## config.mk

```make
export PLATFORM = sky130hd
export DESIGN_NAME = prog_sequencer
export DESIGN_NICKNAME = d
export VERILOG_FILES = /design/src/rtl/prog_sequencer.sv
export SDC_FILE = /design/constraint.sdc
export NUM_CORES = 1
export LEC_CHECK = 0
export CAP_MARGIN = 10
export CELL_PAD_IN_SITES_DETAIL_PLACEMENT = 1
export CELL_PAD_IN_SITES_GLOBAL_PLACEMENT = 1
export CORE_MARGIN = 4
export CORE_UTILIZATION = 39
export CTS_CLUSTER_SIZE = 25
export DETAILED_ROUTE_END_ITERATION = 16
export GPL_TIMING_DRIVEN = 0
export HOLD_SLACK_MARGIN = 0.15
export PLACE_DENSITY = 0.91
export SLEW_MARGIN = 20
export SYNTH_ARGS = -nofsm -noshare
export SYNTH_HDL_FRONTEND = slang
export SYNTH_SLANG_ARGS = --single-unit
```

## constraint.sdc

```tcl
create_clock -name clk -period 4.05 [get_ports clk]
set_clock_uncertainty 0.2 [all_clocks]
set_input_delay 0.81 -clock clk [delete_from_list [all_inputs] [get_ports clk]]
set_output_delay 0.81 -clock clk [all_outputs]
set_load 0.03 [all_outputs]
```

## src/rtl/prog_sequencer.sv

```systemverilog
// Run controller: selects a benchmark program, loads its PC start address, enables the
// core until HALT or the cycle limit, then reports completion with a RUN-cycle count.
module prog_sequencer #(
  parameter logic [7:0]      START0     = 8'd0,
  parameter logic [7:0]      START1     = 8'd25,
  parameter logic [7:0]      START2     = 8'd44,
  parameter int unsigned     NPROG      = 3,
  parameter int unsigned     CYC_W      = 16,
  parameter logic [CYC_W-1:0] MAX_CYCLES = 16'hFFFF
) (
  input  logic             clk,
  input  logic             reset,
  input  logic             start,
  input  logic             sel_en,
  input  logic [1:0]       prog_sel,
  input  logic             halt,
  output logic             pc_load,
  output logic [7:0]       load_addr,
  output logic             run,
  output logic [1:0]       prog_id,
  output logic             busy,
  output logic             done,
  output logic             timeout,
  output logic [CYC_W-1:0] cycle_count
);

  typedef enum logic [1:0] {
    S_IDLE,
    S_LOAD,
    S_RUN,
    S_DONE
  } state_t;

  localparam logic [1:0]       LAST_ID  = 2'(NPROG - 1);
  localparam logic [CYC_W-1:0] LIMIT_M1 = MAX_CYCLES - 1'b1;

  state_t           state_q, state_d;
  logic [1:0]       next_id_q, next_id_d;
  logic [1:0]       prog_id_q, prog_id_d;
  logic [7:0]       addr_q, addr_d;
  logic [CYC_W-1:0] cnt_q, cnt_d;
  logic             tmo_q, tmo_d;

  function automatic logic [7:0] start_addr(input logic [1:0] id);
    case (id)
      2'd0:    start_addr = START0;
      2'd1:    start_addr = START1;
      default: start_addr = START2;
    endcase
  endfunction

  always_ff @(posedge clk or posedge reset) begin
    if (reset) begin
      state_q   <= S_IDLE;
      next_id_q <= '0;
      prog_id_q <= '0;
      addr_q    <= '0;
      cnt_q     <= '0;
      tmo_q     <= 1'b0;
    end else begin
      state_q   <= state_d;
      next_id_q <= next_id_d;
      prog_id_q <= prog_id_d;
      addr_q    <= addr_d;
      cnt_q     <= cnt_d;
      tmo_q     <= tmo_d;
    end
  end

  always_comb begin
    state_d   = state_q;
    next_id_d = next_id_q;
    prog_id_d = prog_id_q;
    addr_d    = addr_q;
    cnt_d     = cnt_q;
    tmo_d     = tmo_q;
    pc_load   = 1'b0;
    run       = 1'b0;
    busy      = 1'b0;
    done      = 1'b0;
    case (state_q)
      S_IDLE: begin
        // An explicit selection of a nonexistent program drops the start strobe.
        if (start && (!sel_en || (prog_sel <= LAST_ID))) begin
          prog_id_d = sel_en ? prog_sel : next_id_q;
          addr_d    = start_addr(prog_id_d);
          state_d   = S_LOAD;
        end
      end
      S_LOAD: begin
        pc_load = 1'b1;
        busy    = 1'b1;
        cnt_d   = '0;
        tmo_d   = 1'b0;
        state_d = S_RUN;
      end
      S_RUN: begin
        run   = 1'b1;
        busy  = 1'b1;
        cnt_d = (cnt_q == '1) ? cnt_q : cnt_q + 1'b1;
        // The limit compares the pre-increment count, so it fires on RUN cycle MAX_CYCLES.
        if (halt) begin
          state_d = S_DONE;
        end else if (cnt_q == LIMIT_M1) begin
          state_d = S_DONE;
          tmo_d   = 1'b1;
        end
      end
      S_DONE: begin
        done      = 1'b1;
        next_id_d = (prog_id_q == LAST_ID) ? '0 : prog_id_q + 2'd1;
        state_d   = S_IDLE;
      end
      default: state_d = S_IDLE;
    endcase
  end

  assign load_addr   = addr_q;
  assign prog_id     = prog_id_q;
  assign timeout     = tmo_q;
  assign cycle_count = cnt_q;

endmodule

```

==> results.py <==
metrics = {
    "layout": {
        "num_antenna_cells": 0,
        "final_layout_size_suffix_gt1_share_pct": 10.5,
        "final_nets": 205,
        "mostFrequentLayoutCells": "clkdlybuf4s50_1, dfrtp_1, nand2_1",
        "postLayoutCellArea_sq_mm": 0.00191,
        "final_common_cell": "clkdlybuf4s50_1",
        "area.growth.synth_to_final_pct": 31.2,
    },
    "placement": {
        "place.detailed.hpwl_um": 2960,
        "routabilityCongestion": 0.792,
        "placed_cell_area_sq_mm": 0.00186,
        "port_buffers": 34,
    },
    "clock_network": {
        "post_cts_setup_buffer_count": 0,
        "clkSlewWorstSetupHoldPaths_ns": 0.10,
        "post_cts_resize_count": 0,
        "tritoncts_clock_tree": "yes",
        "cts_buffer_depth": 2,
        "cts.htree.levels": 1,
        "postCtsHoldBufs": 0,
        "clock_sink_count": 25,
        "cts-buffers-inserted": 3,
        "cts.root.buffer_cell": "clkbuf_8",
        "clock_latency_ns": 0.27,
    },
    "sta": {
        "hold_viol_final": 0,
        "timing.slew.headroom_pct": 34.9,
        "tns_ns": 0,
        "finalSetupViolCount": 0,
        "slew_violations": 0,
        "finalHoldWorstSlack_ns": 0.294,
        "clock.fmax_mhz": 345,
        "finalWorstPathRequiredPeriod_ns": 2.90,
        "timing.final.crit_share_pct": 71.5,
        "setup_repair_after_global_routing_missed_its_margin": "no",
        "worst_slew_pin_slew_ns": 0.976,
    },
    "yosys": {
        "synth_top_flop_cell": "dfrtp_1",
        "ys_types": 39,
        "syn_avg_cell_area_sq_um": 9.72,
        "synth_async_sr_flop_share_pct": 100,
        "synth_enable_flop_cells": 0,
        "syn_area_sq_mm": 0.00146,
        "synth.yosys.seq_area_share_pct": 42.9,
        "synth.yosys.warnings": 0,
        "netlist_instances": 150,
        "synth.ff_latch_count": 25,
    },
    "die": {
        "floorplan.die.height_um": 69.1,
        "dieWidth_um": 69.1,
        "floorplan.initialDensity_pct": 42.0,
        "die_area_sq_mm": 0.00478,
        "row_count": 21,
        "ioPinCount": 38,
        "core_area_sq_mm": 0.00347,
    },
    "global_routing": {
        "track_usage_pct": 16.8,
        "grt_max_degree": 26,
        "antenna_found_initial": 0,
        "vias_in_the_first_global_route": 1432,
        "global_route_wire_length_before_repair_um": 6750,
        "global_route.overflow_total": 0,
    },
    "detailed_routing": {
        "ant_nets": 0,
        "post-route-drc-count": 0,
        "detailedRoute.firstIterationViolations": 67,
        "vias": 1302,
        "viasPerCell": 5.52,
        "drtPass1Iterations": 4,
        "wl_per_instance_um": 16.2,
        "finalWirelength_um": 3810,
    },
    "setup_path": {
        "crit_path_cell_trace": "inv_1, ha_1, clkdlybuf4s50_1",
        "cp-end-kind": "output port",
        "max_fo_critical_path": 6,
        "critical-path-slowest-cell": "clkdlybuf4s50_1",
        "cp.required_ns": 3.04,
        "critical_path.n_buffers_inverters": 2,
        "critical_path_arrival_ns": 1.89,
        "criticalPathCategory": "flip-flop to output port",
        "cpLargestDelayFamily": "buffers and inverters",
        "critical_path.max_stage_delay_ns": 0.72,
        "setup.worst_path.start_class": "flip-flop",
    },
    "flow_run": {
        "maxCapViolations": 0,
    },
    "outcome": {
        "run_status": "finished, final reports clean",
    },
    "power_and_ir_drop": {
        "vdd_drop_max_mv": 0.135,
        "p_leak_nw": 0.882,
        "power.density_cell_area_mw_per_mm2": 588,
    },
    "hold_path": {
        "hold_class": "flip-flop to flip-flop",
    },
}
-- flip-flops by register name, indices dropped and copies added, names as in the netlist --
name         flops
cycle_count     16
prog_id          1
state_q          2
load_addr        3
timeout          1
next_id_q        2
-- synthesized netlist by cell type, types with 3 or more instances --
cell | count | area (sq um)
a31oi_1 | 3 | 18.8
o21ai_0 | 8 | 40.0
a311oi_1 | 3 | 26.3
ha_1 | 7 | 87.6
and3_1 | 3 | 18.8
o211ai_1 | 3 | 22.5
inv_1 | 9 | 33.8
a21oi_1 | 3 | 15.0
buf_4 | 6 | 45.0
nor2_1 | 7 | 26.3
nand3_1 | 9 | 45.0
nand4_1 | 5 | 31.3
dfrtp_1 | 25 | 626
nor2b_1 | 3 | 18.8
mux2i_1 | 11 | 110
nand2_1 | 18 | 67.6
-- final cells by class --
cell class	count	area (sq um)
plain buffers	8	52.6
inverters	9	33.8
clock inverters	1	8.76
repair buffers	34	340
flip-flops and latches	25	626
multi-input cells	110	753
well taps	46	57.6
clock buffers	3	41.3
fillers	414	1560
-- metrics by stage --
stage	std cells	setup slack (ns)	power, mW	utilization (%)
finish	236	1.15	1.13	55.2
global route	236	1.08	1.21	55.2
CTS	236	1.11	1.14	55.2
detailed placement	232	1.45	0.981	53.7
global placement	232	1.53	0.942	53.7
floorplan	152	2.00	0.753	-
-- power by group --
| group | internal [mW] | switching, mW |
|---|---|---|
| clock | 0.0721 | 0.0857 |
| combinational | 0.250 | 0.356 |
| sequential | 0.303 | 0.0585 |
| total | 0.625 | 0.500 |
-- worst min-delay path: stages (launching register included) --
cell     delay, ns
dfrtp_1       0.36
nand2_1       0.04
o21ai_0       0.06
-- final timing paths --
check / startpoint / slack (ns) / end / cells after the start
min in group asynchronous: reset / 0.86 / load_addr[3] / 2
worst min-delay path: load_addr[3] / 0.29 / load_addr[3] / 2
worst max-delay path: state_q[0] / 1.15 / run / 3
worst max register to register: state_q[0] / 1.89 / cycle_count[15] / 6
max in group asynchronous: reset / 2.20 / cycle_count[0] / 2
worst min register to register: load_addr[3] / 0.29 / load_addr[3] / 2
-- logic make-up after synthesis --
| family | count (synthesis) | synth area share (%) |
|---|---|---|
| compound gates | 29 | 13.6 |
| fa+ha+maj | 7 | 6.01 |
| buf+inv | 17 | 5.92 |
| flops | 25 | 42.9 |
| mux | 13 | 9.10 |
| other cells | 1 | 0.257 |
| simple gates | 58 | 22.1 |
-- metal layers --
metal,share of wire [%],track usage [%],up-vias
met5,0,0,-
met4,0.84,6.29,0
met3,4.9,3.63,2
met2,51,30.5,35
met1,43,19.1,645
li1,-,-,620
No activity file was read; power rests on OpenSTA's default activity.
